`src/rtl/psk_phase_demapper.sv`:
```
// Purpose : demaps received 3-bit phase codes to QPSK/8PSK symbols and serializes them MSB-first.
// Latency : symbol accepted at edge k into an empty, idle block shows its MSB on bit_out after edge k+1.
// Backpr. : phase_ready = !full; bit_out/bit_valid hold while bit_ready is low; no bubble between symbols.
//
// Ports:
//   clk, rst              - clock and synchronous active-high reset
//   mode                  - 0 = QPSK (2 bits/symbol), 1 = 8PSK (3 bits/symbol), taken per accepted code
//   phase_in/_valid/_ready- received phase code stream (valid/ready)
//   bit_out/_valid/_ready - serial symbol bit stream (valid/ready)
//   sym_err               - one-cycle pulse after an accepted QPSK code with wrong parity
//   err_count             - saturating count of sym_err pulses
module psk_phase_demapper #(
    parameter int FIFO_DEPTH = 4,
    parameter bit DIFF_EN    = 1'b1,
    parameter int ERR_W      = 8
) (
    input  logic             clk,
    input  logic             rst,
    input  logic             mode,
    input  logic [2:0]       phase_in,
    input  logic             phase_valid,
    output logic             phase_ready,
    output logic             bit_out,
    output logic             bit_valid,
    input  logic             bit_ready,
    output logic             sym_err,
    output logic [ERR_W-1:0] err_count
);
    localparam int AW = $clog2(FIFO_DEPTH);
    // Odd codes are the valid QPSK points in absolute phase; in differential
    // mode the valid steps are multiples of 90 degrees, i.e. even differences.
    localparam logic PAR_OK = DIFF_EN ? 1'b0 : 1'b1;

    typedef enum logic {S_IDLE, S_SHIFT} state_t;

    // FIFO entry: {mode, symbol[2:0]}
    logic [3:0]       r_mem [FIFO_DEPTH];
    logic [AW:0]      r_wptr;
    logic [AW:0]      r_rptr;
    logic [2:0]       r_prev;
    logic             r_sym_err;
    logic [ERR_W-1:0] r_err_cnt;
    state_t           r_state;
    state_t           w_state_nxt;
    logic [2:0]       r_shift;
    logic [1:0]       r_cnt;

    logic             w_empty;
    logic             w_full;
    logic             w_push;
    logic             w_pop;
    logic             w_load;
    logic             w_shift_en;
    logic [2:0]       w_diff;
    logic [2:0]       w_sym;
    logic             w_parity_err;
    logic [3:0]       w_head;

    // Extra pointer MSB tells full from empty when the index bits match.
    assign w_empty = (r_wptr == r_rptr);
    assign w_full  = (r_wptr[AW] != r_rptr[AW]) && (r_wptr[AW-1:0] == r_rptr[AW-1:0]);

    assign phase_ready  = !rst && !w_full;
    assign w_push       = phase_valid && phase_ready;
    assign w_diff       = DIFF_EN ? 3'(phase_in - r_prev) : phase_in;
    assign w_sym        = mode ? w_diff : {1'b0, w_diff[2:1]};
    assign w_parity_err = !mode && (w_diff[0] != PAR_OK);
    assign w_head       = r_mem[r_rptr[AW-1:0]];

    assign sym_err   = r_sym_err;
    assign err_count = r_err_cnt;

    always_ff @(posedge clk) begin
        if (rst) begin
            r_wptr <= '0;
            r_rptr <= '0;
        end else begin
            if (w_push) r_wptr <= r_wptr + (AW+1)'(1);
            if (w_pop)  r_rptr <= r_rptr + (AW+1)'(1);
        end
    end

    // Storage needs no reset: the pointers decide what is live.
    always_ff @(posedge clk) begin
        if (w_push) r_mem[r_wptr[AW-1:0]] <= {mode, w_sym};
    end

    always_ff @(posedge clk) begin
        if (rst) begin
            r_prev    <= '0;
            r_sym_err <= 1'b0;
            r_err_cnt <= '0;
        end else begin
            r_sym_err <= w_push && w_parity_err;
            if (w_push && w_parity_err && (r_err_cnt != '1))
                r_err_cnt <= r_err_cnt + ERR_W'(1);
            if (w_push)
                r_prev <= phase_in;
        end
    end

    always_ff @(posedge clk) begin
        if (rst) r_state <= S_IDLE;
        else     r_state <= w_state_nxt;
    end

    // Next-state and handshake outputs. On the last bit of a symbol the next
    // FIFO head is loaded in the same edge so back-to-back symbols have no gap.
    always_comb begin
        w_state_nxt = r_state;
        w_pop       = 1'b0;
        w_load      = 1'b0;
        w_shift_en  = 1'b0;
        bit_valid   = 1'b0;
        case (r_state)
            S_IDLE: begin
                if (!w_empty) begin
                    w_pop       = 1'b1;
                    w_load      = 1'b1;
                    w_state_nxt = S_SHIFT;
                end
            end
            S_SHIFT: begin
                bit_valid = 1'b1;
                if (bit_ready) begin
                    if (r_cnt == 2'd1) begin
                        if (!w_empty) begin
                            w_pop  = 1'b1;
                            w_load = 1'b1;
                        end else begin
                            w_state_nxt = S_IDLE;
                        end
                    end else begin
                        w_shift_en = 1'b1;
                    end
                end
            end
            default: w_state_nxt = S_IDLE;
        endcase
        bit_out = bit_valid && r_shift[2];
    end

    // Symbols are left-aligned so the current MSB is always r_shift[2].
    always_ff @(posedge clk) begin
        if (rst) begin
            r_shift <= '0;
            r_cnt   <= '0;
        end else if (w_load) begin
            r_shift <= w_head[3] ? w_head[2:0] : {w_head[1:0], 1'b0};
            r_cnt   <= w_head[3] ? 2'd3 : 2'd2;
        end else if (w_shift_en) begin
            r_shift <= {r_shift[1:0], 1'b0};
            r_cnt   <= r_cnt - 2'd1;
        end
    end
endmodule

```
`config.mk`:
```
export PLATFORM = sky130hd
export DESIGN_NAME = psk_phase_demapper
export DESIGN_NICKNAME = d
export VERILOG_FILES = /design/src/rtl/psk_phase_demapper.sv
export SDC_FILE = /design/constraint.sdc
export NUM_CORES = 1
export LEC_CHECK = 0
export CAP_MARGIN = 20
export CORE_MARGIN = 4
export CORE_UTILIZATION = 50
export DETAILED_ROUTE_END_ITERATION = 8
export PLACE_DENSITY = 0.81
export SLEW_MARGIN = 10
export SYNTH_ARGS = -nofsm -noshare
export SYNTH_HDL_FRONTEND = slang
export SYNTH_SLANG_ARGS = --single-unit
```
`constraint.sdc`:
```
create_clock -name clk -period 2.85 [get_ports clk]
set_clock_uncertainty 0.2 [all_clocks]
set_input_delay 0.855 -clock clk [delete_from_list [all_inputs] [get_ports clk]]
set_output_delay 0.855 -clock clk [all_outputs]
set_load 0.02 [all_outputs]
```
==> metrics.md <==
| Metric | Value |
|---|---|
| Worst vdd ir | 0.3832 mV |
| Fin crit share | 0.9412 |
| Largest cells by area after synthesis | dfxtp_1 (28%), edfxtp_1 (26%), ha_1 (5.3%) |
| Arrival @ worst endpoint | 2700 ps |
| Reg2reg end | err_count[7]$_SDFFE_PP0P_ |
| Max_slew headroom | 0.6775 |
| Worst r2r src | r_wptr[0]$_SDFFE_PP0P_ |
| Post-synth top flop | dfxtp_1 |
| H-tree Lvls | 2 |
| Drt via density | 5.523 |
| Max cap viols | 0 |
| Total setup buffers inserted after CTS | 0 |
| Wire per inst | 14.33 um |
| Starting Density | 0.5404 |
| Ys async rst share | 0 |
| CTS tree | built |
| CP Class | in -> reg |
| Die Wd | 69.23 um |
| Initial antenna violation count | 0 |
| Cells on worst reg2reg path | 4 |
| Peak Freq | 372.8 MHz |
| Placed inst area | 2155 um^2 |
| Clk_lat worst skew | 290 ps |
| I/O Buffers | 19 |
| Critical path required time | 2870 ps |
| Final WL | 3.424 mm |
| Synth Register Bits | 42 |
| Startpoint types | input pin |
| Clock Sink Count | 42 |
| Worst Tran Pin Value | 478.6 ps |
| Post-DP HPWL | 2.582 mm |
| Post-synth EDFFs | 16 |
| GPL Wtd Cong | 0.8072 |
| Tmin final | 2682 ps |
| Area grow syn2layout | 20.09% |
| HP Start | r_shift[0]$_SDFFE_PP0P_ |
| Power Dens Cells | 679.7 nW/um^2 |
| First-pass GRT wire length | 6.237 mm |
| Die H | 69.23 um |
| Post-synth top area share | 0.2777 |
| Core ar. | 3468 um^2 |
| Status | completed |
| Accumulated negative setup slack | 0 ps |
| Area leader, netlist | dfxtp_1 |
| Syn. warnings | 0 |
| # setup viols final | 0 |
| Final #Nets | 209 |
| TritonCTS buffer count | 5 |
| Die area | 4792 um^2 |
| Hold Crit Endpoint | r_shift[0]$_SDFFE_PP0P_ |
| Vias in the first global route | 1392 |
| Mapped Area | 1874 um^2 |
| Number of remaining DRC errors | 0 |
| Distinct cell type count after synthesis | 37 |
| Final hold violations | 0 |
| Initial detailed-routing violation count | 42 |
| Commonest cells after routing, fill and taps aside | dfxtp_1 (26), clkdlybuf4s50_1 (18), edfxtp_1 (16), nand2_1 (10), o21ai_0 (9) |
| # IOs | 20 |
| Hold-fix buffers, CTS | 0 |
| Clock transition at the registers of the reported paths | 80 ps |
| First-pass DRT Iterations | 4 |
| Post-Syn Nets | 181 |
| Worst Setup SP | phase_in[0] |
| Non-Filler Cell Area, Final | 2251 um^2 |
| Root Buffer | clkbuf_8 |
| Largest net degree at the start of global routing | 23 |
| CTS Buffer Depth | 2 |
| Row cnt | 21 |
| Register area share after synthesis | 0.5340 |
| Leak Pwr | 0.0008290 uW |
| Post-DRT Antenna Nets | 0 |
| Worst reg2reg setup slack | 770 ps |
| RSZ-0062 raised after global routing | false |
| Total number of vias | 1320 |
| Final hold slack | 282.5 ps |
| Commonest non-fill, non-tap cell in the layout | dfxtp_1 |
| Layout cells sized above 1 | 0.09845 |
| Grt ovf | 0 |
| Hold Path Class | reg -> reg |
| CP endpoint kind | flip-flop |
| Antenna cells | 0 |
| Fin. max-slew vios | 0 |
| Pwr Total | 1530 uW |
| Hold Path Cell Cnt | 2 |
| Synth Instances | 164 |
| Largest driver fanout on the critical path | 5 |
| GRT Total Usage | 0.1573 |
| Avg Synthesized Cell Area | 11.43 um^2 |
-- layer usage --
metal,vias up,global-route usage,routed length (um)
met3,4,0.04058,117
met5,-,0,0
met4,0,0.04338,33
li1,662,-,-
met1,627,0.1755,1432
met2,27,0.2924,1841
-- through the flow --
| step | setup slack [ps] | instances | utilization |
|---|---|---|---|
| 3_5_place_dp | -270.5 | 231 | 0.6212 |
| 2_1_floorplan | 370.8 | 164 | - |
| 6_report | 167.6 | 239 | 0.6490 |
| 3_3_place_gp | -239.3 | 231 | 0.6212 |
| 4_1_cts | 18.69 | 239 | 0.6501 |
| 5_1_grt | 76.31 | 239 | 0.6490 |
-- synthesized netlist by cell type, types with 2 or more instances --
library cell and count:
inv_1 8, edfxtp_1 16, clkbuf_1 3, nor2b_1 4, xnor2_1 5, o31ai_1 3
nand4_1 2, mux2i_1 7, nor2_1 8, nand3b_1 2, or3_1 3, and2_1 5
a211oi_1 5, nand2_1 10, nand3_1 7, mux4_2 4, o21ai_0 9, dfxtp_1 26
ha_1 8, or4_1 2, a21oi_1 8, xor2_1 4
-- worst max path at each step --
stage,end,slack (ps),cells past startpoint
floorplan,phase_ready,370,2
global placement,phase_ready,-240,3
detailed placement,phase_ready,-270,3
CTS,phase_ready,20,3
global route,err_count[7]$_SDFFE_PP0P_,80,7
finish,err_count[7]$_SDFFE_PP0P_,170,7
-- worst max-delay path, stage by stage --
cell             delay, ps
clkdlybuf4s50_1        450
inv_1                   50
ha_1                   300
nor2_1                 200
o211ai_1               220
or4_1                  450
a21oi_1                180
-- power by group --
part / leakage (uW) / internal, uW / total (uW) / switching, uW
clock: 0.0000506 / 227 / 416 / 189
sequential: 0.000358 / 696 / 752 / 55.8
combinational: 0.000420 / 172 / 362 / 191
-- area by class of cell --
cell class              instances  area (um^2)
well taps                      46        57.56
fillers                       277         1217
multi-input cells             109        823.3
repair buffers                 26        237.7
clock buffers                   8        101.3
inverters                       8        30.03
flip-flops and latches         42         1001
-- logic make-up after synthesis --
kind of cell               after synthesis  share of synthesized area
and+or+nand+nor                         45                     0.1235
DFF                                     42                     0.5340
AOI/OAI and AO/OA                       34                     0.1182
buffers and inverters                   13                    0.02670
muxes                                   12                    0.09146
xor gates and xnor gates                 9                    0.04205
adders and majority gates                9                    0.06409
-- flip-flops by register name (all words and copies together) (netlist names), 2 cells and up, named ones only --
name / count
r_rptr: 3
err_count: 8
r_mem: 16
r_shift: 3
r_prev: 3
r_wptr: 3
r_cnt: 2
-- timing repair --
action	4_1_cts	5_1_grt
resized for setup	1	4
endpoints found under the setup margin	1	2
pin swaps	0	0
Note: power is estimated with default switching activity, not from simulation.
